===== config.mk =====
export PLATFORM = sky130hd
export DESIGN_NAME = mc_ctrl_fsm
export DESIGN_NICKNAME = d
export VERILOG_FILES = /design/src/rtl/mc_ctrl_fsm.sv
export SDC_FILE = /design/constraint.sdc
export NUM_CORES = 1
export LEC_CHECK = 0
export CORE_AREA = 2 2 64 48
export DETAILED_ROUTE_END_ITERATION = 16
export DIE_AREA = 0 0 66 50
export PLACE_DENSITY_LB_ADDON = 0.2
export SYNTH_ARGS = -nofsm -noshare
export SYNTH_HDL_FRONTEND = slang
export SYNTH_SLANG_ARGS = --single-unit

===== constraint.sdc =====
create_clock -name clk -period 4.65 [get_ports clk]
set_input_delay 1.395 -clock clk [delete_from_list [all_inputs] [get_ports clk]]
set_output_delay 1.395 -clock clk [all_outputs]
set_load 0.1 [all_outputs]

===== src/rtl/mc_ctrl_fsm.sv =====
// Multicycle MIPS main control FSM with memory ready/wait handshake.
// Sequences fetch/decode/execute/memory/writeback; Moore outputs are
// registered alongside the state, while the write strobes that depend on
// mem_ready (and the decode/timeout pulses) are qualified combinationally.
module mc_ctrl_fsm #(
    parameter int SUPPORT_ADDI = 1,
    parameter int SUPPORT_JUMP = 1,
    parameter int MEM_TIMEOUT  = 0
) (
    input  logic       clk,
    input  logic       reset,
    input  logic [5:0] op,
    input  logic       mem_ready,
    output logic       mem_req,
    output logic       iord,
    output logic       irwrite,
    output logic       memwrite,
    output logic       memtoreg,
    output logic       regdst,
    output logic       regwrite,
    output logic       alusrca,
    output logic [1:0] alusrcb,
    output logic [1:0] aluop,
    output logic [1:0] pcsrc,
    output logic       pcwrite,
    output logic       branch,
    output logic       illegal_op,
    output logic       mem_timeout,
    output logic [3:0] state_o
);

    typedef enum logic [3:0] {
        FETCH  = 4'd0,
        DECODE = 4'd1,
        MEMADR = 4'd2,
        MEMRD  = 4'd3,
        MEMWB  = 4'd4,
        MEMWR  = 4'd5,
        EXEC   = 4'd6,
        ALUWB  = 4'd7,
        BRANCH = 4'd8,
        ADDIEX = 4'd9,
        ADDIWB = 4'd10,
        JUMP   = 4'd11
    } state_t;

    // Moore control word, one field per datapath control.
    typedef struct packed {
        logic       mem_req;
        logic       iord;
        logic       memtoreg;
        logic       regdst;
        logic       regwrite;
        logic       alusrca;
        logic [1:0] alusrcb;
        logic [1:0] aluop;
        logic [1:0] pcsrc;
        logic       pcwrite;
        logic       branch;
    } ctl_t;

    localparam logic [5:0] OP_LW   = 6'b100011;
    localparam logic [5:0] OP_SW   = 6'b101011;
    localparam logic [5:0] OP_RTYP = 6'b000000;
    localparam logic [5:0] OP_BEQ  = 6'b000100;
    localparam logic [5:0] OP_ADDI = 6'b001000;
    localparam logic [5:0] OP_J    = 6'b000010;

    localparam int CW = (MEM_TIMEOUT > 1) ? $clog2(MEM_TIMEOUT) : 1;
    localparam logic [CW-1:0] CNT_LAST = CW'(MEM_TIMEOUT - 1);

    state_t        state;
    state_t        nxt;
    ctl_t          ctl;
    logic [CW-1:0] wait_cnt;
    logic          wait_st;
    logic          tmo_hit;
    logic          bad_op;

    // Moore decode of a state; unused encodings yield an all-zero word.
    function automatic ctl_t moore(input state_t s);
        ctl_t c;
        c = '0;
        case (s)
            FETCH: begin
                c.mem_req = 1'b1;
                c.alusrcb = 2'b01;
            end
            DECODE: c.alusrcb = 2'b11;
            MEMADR: begin
                c.alusrca = 1'b1;
                c.alusrcb = 2'b10;
            end
            MEMRD, MEMWR: begin
                c.mem_req = 1'b1;
                c.iord    = 1'b1;
            end
            MEMWB: begin
                c.memtoreg = 1'b1;
                c.regwrite = 1'b1;
            end
            EXEC: begin
                c.alusrca = 1'b1;
                c.aluop   = 2'b10;
            end
            ALUWB: begin
                c.regdst   = 1'b1;
                c.regwrite = 1'b1;
            end
            BRANCH: begin
                c.alusrca = 1'b1;
                c.aluop   = 2'b01;
                c.pcsrc   = 2'b01;
                c.branch  = 1'b1;
            end
            ADDIEX: begin
                c.alusrca = 1'b1;
                c.alusrcb = 2'b10;
            end
            ADDIWB: c.regwrite = 1'b1;
            JUMP: begin
                c.pcsrc   = 2'b10;
                c.pcwrite = 1'b1;
            end
            default: c = '0;
        endcase
        return c;
    endfunction

    // Timeout fires on the N-th consecutive not-ready cycle of a memory state;
    // a ready on that same cycle takes precedence.
    always_comb begin
        wait_st = (state == FETCH) || (state == MEMRD) || (state == MEMWR);
        tmo_hit = (MEM_TIMEOUT > 0) && wait_st && !mem_ready && (wait_cnt == CNT_LAST);
    end

    // Next-state selection and opcode legality check.
    always_comb begin
        nxt    = FETCH;
        bad_op = 1'b0;
        case (state)
            FETCH:  nxt = mem_ready ? DECODE : FETCH;
            DECODE: begin
                case (op)
                    OP_LW, OP_SW: nxt = MEMADR;
                    OP_RTYP:      nxt = EXEC;
                    OP_BEQ:       nxt = BRANCH;
                    OP_ADDI: begin
                        if (SUPPORT_ADDI != 0) nxt = ADDIEX;
                        else                   bad_op = 1'b1;
                    end
                    OP_J: begin
                        if (SUPPORT_JUMP != 0) nxt = JUMP;
                        else                   bad_op = 1'b1;
                    end
                    default: bad_op = 1'b1;
                endcase
            end
            MEMADR: nxt = (op == OP_LW) ? MEMRD : MEMWR;
            MEMRD: begin
                if (mem_ready)     nxt = MEMWB;
                else if (!tmo_hit) nxt = MEMRD;
            end
            MEMWB:  nxt = FETCH;
            MEMWR: begin
                if (!mem_ready && !tmo_hit) nxt = MEMWR;
            end
            EXEC:   nxt = ALUWB;
            ALUWB:  nxt = FETCH;
            BRANCH: nxt = FETCH;
            ADDIEX: nxt = ADDIWB;
            ADDIWB: nxt = FETCH;
            JUMP:   nxt = FETCH;
            default: nxt = FETCH;
        endcase
    end

    // State, registered Moore word and consecutive-wait counter.
    always_ff @(posedge clk) begin
        if (reset) begin
            state    <= FETCH;
            ctl      <= moore(FETCH);
            wait_cnt <= '0;
        end else begin
            state <= nxt;
            ctl   <= moore(nxt);
            if ((MEM_TIMEOUT > 0) && wait_st && !mem_ready && !tmo_hit)
                wait_cnt <= wait_cnt + 1'b1;
            else
                wait_cnt <= '0;
        end
    end

    // Output drive: everything forced low while reset is asserted.
    always_comb begin
        mem_req     = !reset && ctl.mem_req;
        iord        = !reset && ctl.iord;
        memtoreg    = !reset && ctl.memtoreg;
        regdst      = !reset && ctl.regdst;
        regwrite    = !reset && ctl.regwrite;
        alusrca     = !reset && ctl.alusrca;
        alusrcb     = reset ? 2'b00 : ctl.alusrcb;
        aluop       = reset ? 2'b00 : ctl.aluop;
        pcsrc       = reset ? 2'b00 : ctl.pcsrc;
        branch      = !reset && ctl.branch;
        irwrite     = !reset && (state == FETCH) && mem_ready;
        pcwrite     = !reset && (ctl.pcwrite || ((state == FETCH) && mem_ready));
        memwrite    = !reset && (state == MEMWR) && mem_ready;
        illegal_op  = !reset && (state == DECODE) && bad_op;
        mem_timeout = !reset && tmo_hit;
        state_o     = reset ? 4'd0 : state;
    end

endmodule


==> results of run 1 <==
## sequential cells by signal, indices dropped and copies added (netlist names)
register,cells
ctl,13
state,4
## worst reg2reg max path, stage by stage, from the launching register on
cell and delay (ns):
dfxtp_1 0.60, or4b_1 0.55, nor4_1 0.45, a311oi_2 0.19
nand2b_1 0.24, nor3_1 0.14
## final cells by class
| class | instances | area [um^2] | share of cell area |
|---|---|---|---|
| multi-input cells | 89 | 617 | 0.391 |
| repair buffers | 31 | 515 | 0.327 |
| inverters | 4 | 15.0 | 0.00952 |
| well taps | 36 | 45.0 | 0.0285 |
| clock buffers | 4 | 45.0 | 0.0285 |
| flip-flops and latches | 17 | 340 | 0.216 |
## final timing paths
kind         startpoint    endpoint  slack [ns]  cells after the start
min            state[3]      ctl[5]        0.87                      2
max reg2reg    state[0]      ctl[5]        2.40                      5
max               op[3]  illegal_op        0.42                      5
min reg2reg    state[3]      ctl[5]        0.87                      2
## metal layers
layer,track usage,vias up,share of wire
met5,0,-,0
met1,0.209,442,0.43
li1,-,479,-
met3,0.0457,5,0.060
met4,0.0510,0,0.011
met2,0.281,32,0.49
## cell usage in the layout, fill, tap and decap left out, types with 3 or more instances in the layout
cell	Yosys	final
nand2_1	5	5
clkbuf_8	0	3
nor4_1	6	5
nor3_1	6	6
dfxtp_1	17	17
a21oi_1	3	3
clkdlybuf4s50_1	0	8
nand3b_1	4	4
buf_12	0	21
o21ai_0	5	5
nor2b_1	19	18
nor2_1	6	6
nand2b_1	4	4
inv_1	4	4
## power groups by stage
stage / clock (mW) / combinational (mW) / sequential [mW]
2_1_floorplan: 0 / 0.0569 / 0.152
3_3_place_gp: 0 / 0.0850 / 0.154
3_5_place_dp: 0 / 0.0866 / 0.154
4_1_cts: 0.111 / 0.0868 / 0.151
5_1_grt: 0.118 / 0.0901 / 0.151
6_report: 0.108 / 0.0866 / 0.151
## cells by family after synthesis
kind of cell | Yosys count | synth area share
AND/OR/NAND/NOR | 63 | 0.396
AO/OA/AOI/OAI | 22 | 0.172
flip-flops | 17 | 0.335
buffers and inverters | 15 | 0.0676
XOR/XNOR | 3 | 0.0258
other | 1 | 0.00369
## through the flow
step | setup TNS [ns] | util | power, mW | cell area [um^2] | hold slack, ns
after floorplan | -0.0916 | - | 0.209 | 1030 | 0.572
after global placement | 0 | 0.571 | 0.239 | 1530 | 0.788
after detailed placement | 0 | 0.571 | 0.241 | 1530 | 0.838
after CTS | 0 | 0.588 | 0.349 | 1580 | 0.844
after global routing | 0 | 0.588 | 0.359 | 1580 | 0.905
final | 0 | 0.588 | 0.346 | 1580 | 0.868
==> metrics.md, run 1 <==
| Metric | Value |
|---|---|
| Routed WL | `2610 um` |
| Worst-path clk slew | `0.06 ns` |
| Syn Inst Count | `121` |
| Crit path cell chain | `clkdlybuf4s50_1 -> xor2_1 -> o211ai_1 -> o311a_1 -> buf_12` |
| WP data required | `3.25 ns` |
| CP arrival | `2.84 ns` |
| Synth Flop Type | `dfxtp_1` |
| #FFs+latches synth | `17` |
| Total number of vias | `958` |
| Final net count | `155` |
| Crit. End Element | `output pin` |
| Final Skew | `0.00165 ns` |
| Number of port buffers | `29` |
| Initial DRT Pass Iterations | `4` |
| Post-CTS Hold Fix Bufs | `0` |
| Top cells by area, synth | `dfxtp_1, nor2b_1, nor4_1` |
| Vias per cell | `5.29` |
| Diode count | `0` |
| Drt drc | `0` |
| Post-Syn Area | `0.00102 mm^2` |
| Clock Tree Buf Depth | `2` |
| Max Fclk | `236 MHz` |
| Slowest-stage cell, CP | `clkdlybuf4s50_1` |
| Worst-path maximum fanout | `8` |
| DP HPWL | `1970 um` |
| LEAKAGE | `0.558 nW` |
| Switching share of total power | `0.307` |
| Final setup fails | `0` |
| Final std cells w/o fill | `181` |
| Antenna violations before repair | `0` |
| Number of global-route vias before repair | `896` |
| Number of cells after detailed placement | `177` |
| Internal power | `0.240 mW` |
| Gpl congestion | `0.927` |
| Max VDD drop | `186 uV` |
| Tcrit/Tclk final | `0.911` |
| Critical path class | `in2out` |
| Part of the power in registers | `0.436` |
| Pin count of the biggest net entering global routing | `22` |
| Clk root buf | `clkbuf_8` |
| Syn_nets | `130` |
| Cell taking the most area after synthesis | `dfxtp_1` |
| Starting Density | `0.379` |
| Top delay family on crit path | `buffers and inverters` |
| CTS resizes | `0` |
| Crit-path max cell delay | `0.63 ns` |
| Final Slew Violations | `0` |
| Worst Hold Class | `reg2reg` |
| Relative slew margins | `0.606` |
| Setup Fix Bufs, Post-CTS | `0` |
| DIE AREA | `0.00330 mm^2` |
| EDFF count, synth | `0` |
| Share of cells above drive strength 1 | `0.234` |
| Total grt overflow | `0` |
| Final worst slack | `0.416 ns` |
| Htree depth | `1` |
| Die X | `66 um` |
| # IOs | `31` |
| Core box area | `0.00268 mm^2` |
| Global Route Usage Sum | `0.168` |
| Synth top area share | `0.335` |
| Power Dens Cells | `219 mW/mm^2` |
| Die Ht | `50 um` |
| Std cell rows | `16` |
| Buf+Inv Stages, Crit Path | `2` |
| Count leader, synth | `nor2b_1` |
| Combinational power share | `0.250` |
| Post-detailed-route count of antenna-violating nets | `0` |
| Max-cap violations | `0` |
| Worst skew pair latency | `0.25 ns` |
| Yosys cell types | `40` |
| Setup repair after global routing missed its margin | `false` |
| Status | `complete, no violations` |
| Fin crit period | `4.23 ns` |
| Final hold viol count | `0` |
| Routed WL per cell | `14.4 um` |
| Ys Warns | `0` |
| Avg Cell Area, Syn | `8.41 um^2` |
| Pre-CTS setup slack | `0.424 ns` |
| DR iter-0 viols | `47` |
| Net Switching | `0.106 mW` |
| Startpoint Class | `input pin` |
| CTS tree | `done` |
| Fill cell count | `240` |
| Total CTS buffers | `3` |
| Sink Count | `17` |
| Slew at the pin closest to its max-slew limit | `0.588 ns` |
| Layout overhead on the synthesized area | `55.1%` |
| Post-synth top cells | `nor2b_1, dfxtp_1, nor2_1, nor3_1, nor4_1` |
| First-pass GRT wire length | `4280 um` |
| Power share of the clock group | `0.313` |
| Async set-or-reset flop fraction in the synthesized netlist | `0` |
| Sequential fraction of the synthesis area | `0.335` |
Power figures use the tool's default switching activity.
==> run 2, diff against run 1 <==
Clock period 4.65 ns to 5.22 ns, I/O delays scaled along.
==> metrics.md, run 2 (same netlist as run 1, synthesis figures left out) <==
| Metric | Value |
|---|---|
| Final hold viol count | `0 (unchanged)` |
| Global Route Usage Sum | `0.161 (-0.00682)` |
| Part of the power in registers | `0.435 (about the same)` |
| Crit. End Element | `output pin` |
| Regs by FF count | `ctl x13, state x4` |
| Fin crit period | `4.59 ns` |
| Post-CTS Hold Fix Bufs | `0 (unchanged)` |
| Status | `complete, no violations` |
| Post-layout power | `0.309 mW (-11%)` |
| Layout overhead on the synthesized area | `54.2%` |
| Startpoint Class | `input pin` |
| Multi-input logic area | `614 um^2 (-0.41%)` |
| Combinational power share | `0.248 (-0.002)` |
| Largest register FFs | `13 (unchanged)` |
| Max-cap violations | `0 (unchanged)` |
| Slowest-stage cell, CP | `clkdlybuf4s50_1` |
| # IOs | `31 (unchanged)` |
| Reg with most FFs | `ctl` |
| Sink Count | `17 (unchanged)` |
| Final net count | `154 (-0.65%)` |
| Std cell rows | `16 (unchanged)` |
| Worst-path maximum fanout | `17 (+9)` |
| FF/Latch Area | `340 um^2 (unchanged)` |
| Total number of vias | `944 (-1.5%)` |
| Routed WL | `2460 um (-5.6%)` |
| Pre-CTS setup slack | `0.596 ns (+0.172 ns)` |
| Internal power | `0.212 mW (-12%)` |
| Most common library cell in the layout ignoring fill and taps | `buf_12` |
| Clock Tree Buf Depth | `2 (unchanged)` |
| Net Switching | `0.0965 mW (-9.1%)` |
| Slew at the pin closest to its max-slew limit | `0.592 ns (+0.00324 ns)` |
| Routed WL per cell | `13.7 um (-5.1%)` |
| Worst-path clk slew | `0.07 ns (about the same)` |
| Final Skew | `0.00249 ns (+0.000836 ns)` |
| Critical path class | `in2out` |
| Diode count | `0 (unchanged)` |
| Worst Hold Class | `reg2reg` |
| Crit-path max cell delay | `0.65 ns (+0.02 ns)` |
| DP HPWL | `1920 um (-2.7%)` |
| Fill cell count | `244 (+1.7%)` |
| Gpl congestion | `0.857 (-7.6%)` |
| First-pass GRT wire length | `4150 um (-3.1%)` |
| CTS tree | `done` |
| Initial DRT Pass Iterations | `4 (unchanged)` |
| Hold_ws | `0.841 ns (-0.0270 ns)` |
| Vias per cell | `5.24 (-0.91%)` |
| Final worst slack | `0.631 ns (+0.215 ns)` |
| Top delay family on crit path | `buffers and inverters` |
| CP arrival | `3.02 ns (+0.18 ns)` |
| Total grt overflow | `0 (unchanged)` |
| Tcrit/Tclk final | `0.879` |
| Setup repair after global routing missed its margin | `false` |
| CTS resizes | `0 (unchanged)` |
| Setup total negative slack | `0 ns (unchanged)` |
| Number of cells after detailed placement | `176 (-0.56%)` |
| Power Dens Cells | `197 mW/mm^2 (-10%)` |
| Placed cell areas | `0.00152 mm^2 (-0.65%)` |
| Final setup fails | `0 (unchanged)` |
| Htree depth | `1 (unchanged)` |
| Antenna violations before repair | `0 (unchanged)` |
| Core box area | `0.00268 mm^2 (unchanged)` |
| Drt drc | `0 (unchanged)` |
| Max VDD drop | `206 uV (+11%)` |
| Final Slew Violations | `0 (unchanged)` |
| Max Fclk | `218 MHz` |
| Final std cells w/o fill | `180 (-0.55%)` |
| Buf+Inv Stages, Crit Path | `3 (+1)` |
| Pin count of the biggest net entering global routing | `18 (-18%)` |
| Share of cells above drive strength 1 | `0.229 (-0.00532)` |
| LEAKAGE | `0.556 nW (-0.36%)` |
| Number of port buffers | `29 (unchanged)` |
| DIE AREA | `0.00330 mm^2 (unchanged)` |
| Post-detailed-route count of antenna-violating nets | `0 (unchanged)` |
| Setup Fix Bufs, Post-CTS | `0 (unchanged)` |
| Commonest non-fill, non-tap cells in the layout | `buf_12, nor2b_1, dfxtp_1` |
| Number of global-route vias before repair | `935 (+4.4%)` |
| Worst skew pair latency | `0.25 ns (about the same)` |
| Die Ht | `50 um (unchanged)` |
| DR iter-0 viols | `26 (-45%)` |
| Total CTS buffers | `3 (unchanged)` |
| Clk root buf | `clkbuf_8` |
| WP data required | `3.65 ns (+0.40 ns)` |
| Starting Density | `0.379 (unchanged)` |
| Relative slew margins | `0.606 (about the same)` |
| Post-route design area | `0.00157 mm^2 (-0.56%)` |
| Switching share of total power | `0.313 (+0.00603)` |
| Power share of the clock group | `0.317 (+0.004)` |
| Util after Layout | `0.585 (-0.00327)` |
| Crit path cell chain | `clkdlybuf4s50_1 -> buf_4 -> a21oi_1 -> buf_12` |
| Die X | `66 um (unchanged)` |
==> run 2: cell count changes in the layout (fill, tap and decap cells not counted), sizes merged <==
cell | previous run | this run
clkbuf | 4 | 3
clkinv | 0 | 1
buf | 23 | 22
==> run 2: area by class of cell <==
class | count | share of cell area
repair buffers | 30 | 0.324
clock inverters | 1 | 0.00319
well taps | 36 | 0.0287
clock buffers | 3 | 0.0263
inverters | 4 | 0.00957
multi-input cells | 89 | 0.392
flip-flops and latches | 17 | 0.217
==> run 2: power by group through the flow <==
stage / clock [mW] / sequential [mW] / combinational, mW
floorplan: 0 / 0.135 / 0.0506
global placement: 0 / 0.137 / 0.0748
detailed placement: 0 / 0.137 / 0.0762
CTS: 0.100 / 0.134 / 0.0765
global route: 0.106 / 0.135 / 0.0801
finish: 0.0979 / 0.134 / 0.0764
==> run 2: path summary, 6_finish.rpt <==
path                  from  endpoint  slack [ns]  cells after the start
setup / recovery     reset   pcwrite        0.63                      4
hold / removal    state[0]    ctl[9]        0.84                      3
setup reg to reg  state[0]   ctl[13]        3.06                      5
hold reg to reg   state[0]    ctl[9]        0.84                      3
==> run 2: routing by layer <==
metal	track usage	wire length (um)	part of all wire	vias up
li1	-	-	-	475
met1	0.199	1080	0.44	438
met2	0.274	1210	0.49	27
met3	0.0457	148	0.060	4
met4	0.0408	27	0.011	0
met5	0	0	0	-
==> run 2: worst reg2reg max path, cell delays in order (launching register included) <==
cell	delay (ns)
dfxtp_1	0.56
or4b_1	0.55
or3_4	0.43
o21ai_4	0.12
xnor2_1	0.20
o221ai_1	0.16
